$ cat config.mk
export PLATFORM = sky130hd
export DESIGN_NAME = alu_mc_flat
export DESIGN_NICKNAME = d
export VERILOG_FILES = /design/src/rtl/alu_pkg.sv /design/src/rtl/alu_mc_if.sv /design/src/rtl/alu_divider.sv /design/src/rtl/alu_mc.sv /design/src/flat_wrapper.sv
export SDC_FILE = /design/constraint.sdc
export NUM_CORES = 1
export LEC_CHECK = 0
export BUFFER_PORTS_ARGS = -buffer_cell sky130_fd_sc_hd__buf_2
export CORE_ASPECT_RATIO = 0.6
export CORE_MARGIN = 2
export CORE_UTILIZATION = 56
export CTS_CLUSTER_DIAMETER = 150
export DETAILED_ROUTE_END_ITERATION = 10
export PLACE_DENSITY = 0.78
export SETUP_SLACK_MARGIN = 0.15
export SLEW_MARGIN = 20
export SYNTH_ARGS = -nofsm -noshare
export SYNTH_HDL_FRONTEND = slang
export SYNTH_HIERARCHICAL = 1
export SYNTH_SLANG_ARGS = --single-unit
export TNS_END_PERCENT = 1
$ cat constraint.sdc
create_clock -name clock -period 4.3 [get_ports clock]
set_input_delay 0.43 -clock clock [delete_from_list [all_inputs] [get_ports clock]]
set_output_delay 0.43 -clock clock [all_outputs]
set_load 0.005 [all_outputs]
$ cat src/rtl/alu_pkg.sv
// Shared opcodes, NZP flag encodings and FSM state type for the multi-cycle ALU.
package alu_pkg;

  localparam logic [2:0] ALU_ADD = 3'b000;
  localparam logic [2:0] ALU_SUB = 3'b001;
  localparam logic [2:0] ALU_MUL = 3'b010;
  localparam logic [2:0] ALU_DIV = 3'b011;
  localparam logic [2:0] ALU_REM = 3'b100;
  localparam logic [2:0] ALU_AND = 3'b101;
  localparam logic [2:0] ALU_OR  = 3'b110;
  localparam logic [2:0] ALU_XOR = 3'b111;

  localparam logic [2:0] NZP_P = 3'b100;
  localparam logic [2:0] NZP_Z = 3'b010;
  localparam logic [2:0] NZP_N = 3'b001;

  typedef enum logic [1:0] {
    ST_IDLE    = 2'd0,
    ST_DIV_RUN = 2'd1,
    ST_DONE    = 2'd2
  } state_t;

endpackage

$ cat src/rtl/alu_mc_if.sv
// Request/response bundle between the execute stage (master) and alu_mc (slave).
// alu_ovf exists only when ALU_OVF_EN is defined.
interface alu_mc_if #(parameter int DATA_W = 8);
  logic              enable;
  logic [2:0]        core_state;
  logic              req_valid;
  logic              req_ready;
  logic [2:0]        alu_select;
  logic [DATA_W-1:0] operand_1;
  logic [DATA_W-1:0] operand_2;
  logic              resp_valid;
  logic [DATA_W-1:0] alu_out;
  logic [2:0]        alu_nzp;
  logic              div_zero;
`ifdef ALU_OVF_EN
  logic              alu_ovf;

  modport slave (input enable, core_state, req_valid, alu_select, operand_1, operand_2,
                 output req_ready, resp_valid, alu_out, alu_nzp, div_zero, alu_ovf);
  modport master (output enable, core_state, req_valid, alu_select, operand_1, operand_2,
                  input req_ready, resp_valid, alu_out, alu_nzp, div_zero, alu_ovf);
`else
  modport slave (input enable, core_state, req_valid, alu_select, operand_1, operand_2,
                 output req_ready, resp_valid, alu_out, alu_nzp, div_zero);
  modport master (output enable, core_state, req_valid, alu_select, operand_1, operand_2,
                  input req_ready, resp_valid, alu_out, alu_nzp, div_zero);
`endif
endinterface

$ cat src/rtl/alu_divider.sv
// Iterative unsigned restoring divider: one quotient bit per cycle, DATA_W cycles after start.
module alu_divider #(
  parameter int DATA_W = 8
) (
  input  logic              clock,
  input  logic              reset,
  input  logic              start,
  input  logic [DATA_W-1:0] dividend,
  input  logic [DATA_W-1:0] divisor,
  output logic              busy,
  output logic              done,
  output logic [DATA_W-1:0] quotient,
  output logic [DATA_W-1:0] remainder
);
  localparam int CNT_W = $clog2(DATA_W);
  localparam logic [CNT_W-1:0] LAST = CNT_W'(DATA_W - 1);

  logic              busy_q;
  logic [CNT_W-1:0]  cnt_q;
  logic [DATA_W-1:0] quo_q, rem_q, dvs_q;
  logic [DATA_W:0]   trial;
  logic              fits;

  // quo_q doubles as the dividend shift register; its MSB feeds the partial remainder.
  always_comb begin
    trial = {rem_q, quo_q[DATA_W-1]};
    fits  = (trial >= {1'b0, dvs_q});
  end

  always_ff @(posedge clock) begin
    if (reset) begin
      busy_q <= 1'b0;
      cnt_q  <= '0;
      quo_q  <= '0;
      rem_q  <= '0;
      dvs_q  <= '0;
    end else if (start) begin
      busy_q <= 1'b1;
      cnt_q  <= '0;
      quo_q  <= dividend;
      rem_q  <= '0;
      dvs_q  <= divisor;
    end else if (busy_q) begin
      quo_q  <= {quo_q[DATA_W-2:0], fits};
      rem_q  <= fits ? (trial[DATA_W-1:0] - dvs_q) : trial[DATA_W-1:0];
      cnt_q  <= cnt_q + 1'b1;
      if (done) busy_q <= 1'b0;
    end
  end

  assign busy      = busy_q;
  assign done      = busy_q & (cnt_q == LAST);
  assign quotient  = quo_q;
  assign remainder = rem_q;
endmodule

$ cat src/rtl/alu_mc.sv
// Multi-cycle execute-stage ALU: single-cycle ADD/SUB/MUL/logic, iterative signed DIV/REM.
// Defining ALU_OVF_EN adds the alu_ovf output.
module alu_mc
  import alu_pkg::*;
#(
  parameter int         DATA_W     = 8,
  parameter logic [2:0] EXEC_STATE = 3'b101
) (
  input logic     clock,
  input logic     reset,
  alu_mc_if.slave bus
);
  localparam logic [DATA_W-1:0] ZERO = '0;
  localparam logic [DATA_W-1:0] MIN  = {1'b1, {(DATA_W-1){1'b0}}};
  localparam int M = DATA_W - 1;

  state_t            state_q, state_d;
  logic [DATA_W-1:0] out_q, out_d;
  logic [2:0]        nzp_q, nzp_d;
  logic              dz_q, dz_d, rv_q, rv_d;
  logic              is_rem_q, neg_quo_q, neg_rem_q;
  logic              accept, is_div, div_go, div_busy, div_done;
  logic [DATA_W-1:0] op1, op2, sum, diff, prod_lo, imm_res;
  logic [DATA_W-1:0] mag_1, mag_2, quo, rem, quo_s, rem_s, div_res;

  function automatic logic [2:0] nzp_of(input logic [DATA_W-1:0] v);
    logic [2:0] f;
    if (v == ZERO)     f = NZP_Z;
    else if (v[M])     f = NZP_N;
    else               f = NZP_P;
    return f;
  endfunction

  assign op1     = bus.operand_1;
  assign op2     = bus.operand_2;
  assign is_div  = (bus.alu_select == ALU_DIV) || (bus.alu_select == ALU_REM);
  assign accept  = bus.req_valid & bus.req_ready & bus.enable & (bus.core_state == EXEC_STATE);
  assign div_go  = accept & is_div & (op2 != ZERO);
  assign mag_1   = op1[M] ? -op1 : op1;
  assign mag_2   = op2[M] ? -op2 : op2;
  assign sum     = op1 + op2;
  assign diff    = op1 - op2;
  assign prod_lo = op1 * op2;

  always_comb begin
    imm_res = ZERO;
    case (bus.alu_select)
      ALU_ADD: imm_res = sum;
      ALU_SUB: imm_res = diff;
      ALU_MUL: imm_res = prod_lo;
      ALU_AND: imm_res = op1 & op2;
      ALU_OR:  imm_res = op1 | op2;
      ALU_XOR: imm_res = op1 ^ op2;
      default: imm_res = ZERO;  // DIV/REM by zero returns 0
    endcase
  end

  alu_divider #(.DATA_W(DATA_W)) u_div (
    .clock    (clock),
    .reset    (reset),
    .start    (div_go),
    .dividend (mag_1),
    .divisor  (mag_2),
    .busy     (div_busy),
    .done     (div_done),
    .quotient (quo),
    .remainder(rem)
  );

  // MIN/-1 falls out naturally: magnitude quotient MIN with no sign flip.
  assign quo_s   = neg_quo_q ? -quo : quo;
  assign rem_s   = neg_rem_q ? -rem : rem;
  assign div_res = is_rem_q ? rem_s : quo_s;

  always_comb begin
    state_d = state_q;
    out_d   = out_q;
    nzp_d   = nzp_q;
    dz_d    = dz_q;
    rv_d    = 1'b0;
    case (state_q)
      ST_IDLE: begin
        if (div_go) begin
          state_d = ST_DIV_RUN;
        end else if (accept) begin
          rv_d  = 1'b1;
          out_d = imm_res;
          nzp_d = nzp_of(imm_res);
          dz_d  = is_div;
        end
      end
      ST_DIV_RUN: if (div_done) state_d = ST_DONE;
      ST_DONE: begin
        rv_d    = 1'b1;
        out_d   = div_res;
        nzp_d   = nzp_of(div_res);
        dz_d    = 1'b0;
        state_d = ST_IDLE;
      end
      default: state_d = ST_IDLE;
    endcase
  end

  always_ff @(posedge clock) begin
    if (reset) begin
      state_q   <= ST_IDLE;
      out_q     <= '0;
      nzp_q     <= '0;
      dz_q      <= 1'b0;
      rv_q      <= 1'b0;
      is_rem_q  <= 1'b0;
      neg_quo_q <= 1'b0;
      neg_rem_q <= 1'b0;
    end else begin
      state_q <= state_d;
      out_q   <= out_d;
      nzp_q   <= nzp_d;
      dz_q    <= dz_d;
      rv_q    <= rv_d;
      if (div_go) begin
        is_rem_q  <= (bus.alu_select == ALU_REM);
        neg_quo_q <= op1[M] ^ op2[M];
        neg_rem_q <= op1[M];
      end
    end
  end

  assign bus.req_ready  = (state_q == ST_IDLE) & ~div_busy;
  assign bus.resp_valid = rv_q;
  assign bus.alu_out    = out_q;
  assign bus.alu_nzp    = nzp_q;
  assign bus.div_zero   = dz_q;

`ifdef ALU_OVF_EN
  logic [2*DATA_W-1:0] prod_full;
  logic                ovf_q, ovf_d, imm_ovf, min_div_q;

  assign prod_full = {{DATA_W{op1[M]}}, op1} * {{DATA_W{op2[M]}}, op2};

  always_comb begin
    imm_ovf = 1'b0;
    case (bus.alu_select)
      ALU_ADD: imm_ovf = (op1[M] == op2[M]) && (sum[M] != op1[M]);
      ALU_SUB: imm_ovf = (op1[M] != op2[M]) && (diff[M] != op1[M]);
      ALU_MUL: imm_ovf = (prod_full[2*DATA_W-1:DATA_W] != {DATA_W{prod_full[M]}});
      default: imm_ovf = 1'b0;
    endcase
    ovf_d = ovf_q;
    if (state_q == ST_IDLE && accept && !div_go) ovf_d = imm_ovf;
    else if (state_q == ST_DONE)                 ovf_d = min_div_q;
  end

  always_ff @(posedge clock) begin
    if (reset) begin
      ovf_q     <= 1'b0;
      min_div_q <= 1'b0;
    end else begin
      ovf_q <= ovf_d;
      if (div_go) min_div_q <= (bus.alu_select == ALU_DIV) && (op1 == MIN) && (&op2);
    end
  end

  assign bus.alu_ovf = ovf_q;
`endif
endmodule

$ cat src/flat_wrapper.sv
// flat-port wrapper written by rule: the top's interface ports become plain ports
module alu_mc_flat import alu_pkg::*;
#(
  parameter int         DATA_W     = 8,
  parameter logic [2:0] EXEC_STATE = 3'b101
)
  (clock, reset, bus_enable, bus_core_state, bus_req_valid, bus_alu_select, bus_operand_1, bus_operand_2, bus_req_ready, bus_resp_valid, bus_alu_out, bus_alu_nzp, bus_div_zero);
  alu_mc_if #(.DATA_W(DATA_W)) bus_i ();
  input logic clock;
  input logic reset;
  input wire logic [$bits(bus_i.enable)-1:0] bus_enable;
  input wire logic [$bits(bus_i.core_state)-1:0] bus_core_state;
  input wire logic [$bits(bus_i.req_valid)-1:0] bus_req_valid;
  input wire logic [$bits(bus_i.alu_select)-1:0] bus_alu_select;
  input wire logic [$bits(bus_i.operand_1)-1:0] bus_operand_1;
  input wire logic [$bits(bus_i.operand_2)-1:0] bus_operand_2;
  output wire logic [$bits(bus_i.req_ready)-1:0] bus_req_ready;
  output wire logic [$bits(bus_i.resp_valid)-1:0] bus_resp_valid;
  output wire logic [$bits(bus_i.alu_out)-1:0] bus_alu_out;
  output wire logic [$bits(bus_i.alu_nzp)-1:0] bus_alu_nzp;
  output wire logic [$bits(bus_i.div_zero)-1:0] bus_div_zero;
  assign bus_i.enable = bus_enable;
  assign bus_i.core_state = bus_core_state;
  assign bus_i.req_valid = bus_req_valid;
  assign bus_i.alu_select = bus_alu_select;
  assign bus_i.operand_1 = bus_operand_1;
  assign bus_i.operand_2 = bus_operand_2;
  assign bus_req_ready = bus_i.req_ready;
  assign bus_resp_valid = bus_i.resp_valid;
  assign bus_alu_out = bus_i.alu_out;
  assign bus_alu_nzp = bus_i.alu_nzp;
  assign bus_div_zero = bus_i.div_zero;
  alu_mc #(.DATA_W(DATA_W), .EXEC_STATE(EXEC_STATE)) u_core (.clock(clock), .reset(reset), .bus(bus_i));
endmodule
==> impl_metrics.env <==
export IMPL_status="completed"
export IMPL_critPathMostFrequentCell="inv_1"
export IMPL_hold_buffers=0
export IMPL_seq_area_um2=921
export IMPL_fmax_ghz=0.247
export IMPL_clk_latency_ns=0.28
export IMPL_antenna_left=0
export IMPL_synth_main_ff_cell="dfxtp_1"
export IMPL_h_tree_depth=2
export IMPL_dieArea_um2=9800
export IMPL_synth_nets=733
export IMPL_max_slew_margin_pct=49.8
export IMPL_fin_crit_sh_pct=94.1
export IMPL_grt_first_pass_wirelength_um=22600
export IMPL_crit_type="in2reg"
export IMPL_hold_path_class="reg2reg"
export IMPL_worstMarginPinSlew_ns=0.753
export IMPL_power_static_leakage_nw=2.55
export IMPL_drt_initial_drc_count=544
export IMPL_cp_cell_sequence="buf_2 -> ha_2 -> inv_1 -> fa_1 -> inv_1 -> fa_1 -> ha_1 -> inv_1 -> fa_1 -> inv_1 -> ha_1 -> a21o_1 -> a21oi_2 -> xnor3_1 -> xnor3_1 -> o22ai_2 -> nor4_2 -> a32o_1"
export IMPL_power_total_mw=1.34
export IMPL_syn2layout_area_growth_pct=12.1
export IMPL_grt_util_all_layers_pct=28.9
export IMPL_final_setup_tns_ns=0
export IMPL_start_util_pct=58.5
export IMPL_cts_sinks=46
export IMPL_grt_max_degree=40
export IMPL_syn_area_per_cell_um2=7.89
export IMPL_drc=0
export IMPL_cp_slowest_stage_delay_ns=0.53
export IMPL_cts_tree="yes"
export IMPL_num_vias=4919
export IMPL_path_max_fanout=7
export IMPL_finalClockSkew_ns=0.00194
export IMPL_nNetsFinal=783
export IMPL_power_density_nw_per_um2=237
export IMPL_wl_per_cell_um=17.8
export IMPL_finalSetupViolCount=0
export IMPL_utilization_pct=65.6
export IMPL_die_h_um=77.5
export IMPL_core_area_um2=8620
export IMPL_ys_async_sr_fraction_pct=0
export IMPL_fin_crit_ns=4.05
export IMPL_nFillCells=710
export IMPL_synth_top_area_share_pct=18.3
export IMPL_port_buffers=39
export IMPL_ys_top_cells_by_area="dfxtp_1 18%, ha_1 13%, xnor2_1 5.9%"
export IMPL_hold_path_depth=2
export IMPL_n_antenna_cell=0
export IMPL_r2r_start="u_core/u_div/remainder[0]$_SDFFE_PP0P_"
export IMPL_cts_buffers_inserted=5
export IMPL_syn_area_um2=5040
export IMPL_dp_hpwl_um=11400
export IMPL_maxSlewViolCount=0
export IMPL_vdd_drop_max_mv=0.149
export IMPL_dp_cells=794
export IMPL_num_rows=26
export IMPL_layout_commonest_cell="nor2_1"
export IMPL_worstRegToRegCells=7
export IMPL_layout_common_cells="74 x nor2_1, 71 x inv_1, 51 x nand2_1, 51 x ha_1, 46 x dfxtp_1"
export IMPL_cap_violations=0
export IMPL_drive_gt1_share_pct=14.6
export IMPL_critPathCaptureType="flip-flop"
export IMPL_grt_pass1_vias=4517
export IMPL_cts_buffer_depth=2
export IMPL_yosysSeqAreaShare_pct=18.3
export IMPL_cp_top_family="adder cells"
export IMPL_grt_setup_unrepaired="no"
export IMPL_postSynthCellCount=639
export IMPL_synth_edf_count=0
export IMPL_whs_ns=0.450
export IMPL_ctsRootBufferMaster="clkbuf_16"
export IMPL_hold_viol_final=0
export IMPL_ys_warn_count=6
export IMPL_worst_path_buf_inv=5
export IMPL_post_drt_via_cell_ratio=6.13
export IMPL_multi_input_area_um2=3740
export IMPL_path_clk_slew_ns=0.06
export IMPL_hold_path_endpoint="u_core/bus.alu_out[3]$_SDFFE_PP0P_"
export IMPL_gr_total_overflow=0
export IMPL_critPathLaunchType="input pin"
export IMPL_ios=40
export IMPL_critPathSlowestCell="fa_1"
export IMPL_routabilityCongestion=1.06
export IMPL_firstDrtPassIters=6
export IMPL_cp_data_arrival_time_ns=4.23
export IMPL_r2r_slack_ns=1.74
export IMPL_ys_ff_latch=46
export IMPL_antenna_found_initial=0
export IMPL_instances_no_fill=802
export IMPL_required_ns=4.48
export IMPL_synth_cell_type_count=76
export IMPL_drt_wl_total_um=14300
export IMPL_reg2reg_to="u_core/u_div/remainder[6]$_SDFFE_PP0P_"
export IMPL_fp_dieW_um=126
export IMPL_yosysTopAreaCell="dfxtp_1"
export IMPL_hold_start="u_core/bus.alu_out[3]$_SDFFE_PP0P_"
per-stage QoR:
| step | instance area, um2 | setup WS, ns |
|---|---|---|
| 5_1_grt | 5650 | 0.152 |
| 3_5_place_dp | 5490 | -0.0727 |
| 2_1_floorplan | 5060 | 0.256 |
| 3_3_place_gp | 5490 | 0.0500 |
| 6_report | 5650 | 0.254 |
| 4_1_cts | 5630 | 0.232 |
sequential cells by signal (all words and copies together) (netlist names):
name and count:
u_core/bus.alu_out 8, u_core/u_div/dvs_q 8, u_core/u_div/quotient 8, u_core/u_div/remainder 8, u_core/bus.alu_nzp 3, u_core/u_div/cnt_q 3, u_core/state_q 2, u_core/bus.div_zero 1
u_core/bus.resp_valid 1, u_core/is_rem_q 1, u_core/neg_quo_q 1, u_core/neg_rem_q 1, u_core/u_div/busy 1
timing repair:
item | 4_1_cts | 5_1_grt
gates resized for setup | 0 | 4
setup endpoints to repair | 0 | 4
setup buffers | 0 | 0
Yosys cell counts (8+ instances only):
master,instances
o21ai_0,24
or3_1,11
ha_1,54
nor2b_1,8
nand3_1,10
xnor2_1,34
xor2_1,10
buf_2,10
a211oi_1,8
nand2_1,51
nand2b_1,12
fa_1,14
mux2i_1,28
dfxtp_1,46
nor3_1,13
nor2_1,74
a21oi_1,26
clkbuf_1,12
inv_1,71
per-layer routing:
metal	GRT usage (%)	share of wire, %
met1	43.7	46
met2	40.8	39
met3	8.55	14
met4	4.73	0.81
met5	0	0
cell type report:
type,count,area share [%]
clock buffers,7,2.52
clock inverters,1,0.0885
inverters,72,4.78
multi-input cells,494,66.2
flip-flops and latches,46,16.3
well taps,112,2.48
repair buffers,70,7.61
power breakdown:
part | internal [mW] | total [mW] | switching [mW]
Combinational | 0.239 | 0.529 | 0.290
Sequential | 0.430 | 0.433 | 0.00327
Clock | 0.230 | 0.381 | 0.151
worst max-delay path by stage:
stage	startpoint	to	slack, ns	cells after the start
2_1_floorplan	bus_operand_1[0]	u_core/bus.alu_nzp[2]$_SDFFE_PP0P_	0.26	13
3_3_place_gp	bus_operand_2[3]	u_core/bus.alu_nzp[1]$_SDFFE_PP0P_	0.05	17
3_5_place_dp	bus_operand_2[3]	u_core/bus.alu_nzp[1]$_SDFFE_PP0P_	-0.07	17
4_1_cts	bus_operand_2[3]	u_core/bus.alu_nzp[1]$_SDFFE_PP0P_	0.23	17
5_1_grt	bus_operand_2[2]	u_core/bus.alu_nzp[1]$_SDFFE_PP0P_	0.15	18
6_report	bus_operand_2[2]	u_core/bus.alu_nzp[1]$_SDFFE_PP0P_	0.25	18
tightest hold or removal path, delay by kind of cell, from the launching register on:
| family | cells | cell delay [ns] |
|---|---|---|
| and+or+nand+nor | 1 | 0.05 |
| AOI/OAI and AO/OA | 1 | 0.05 |
| DFF | 1 | 0.30 |
logic make-up after synthesis:
logic type / synth area share, %
DFF: 18.3
xor gates and xnor gates: 8.86
adders and majority gates: 19.0
muxes: 6.08
AOI/OAI and AO/OA: 18.3
and+or+nand+nor: 21.5
buffers and inverters: 8.07
(Power assumes the default switching activity.)
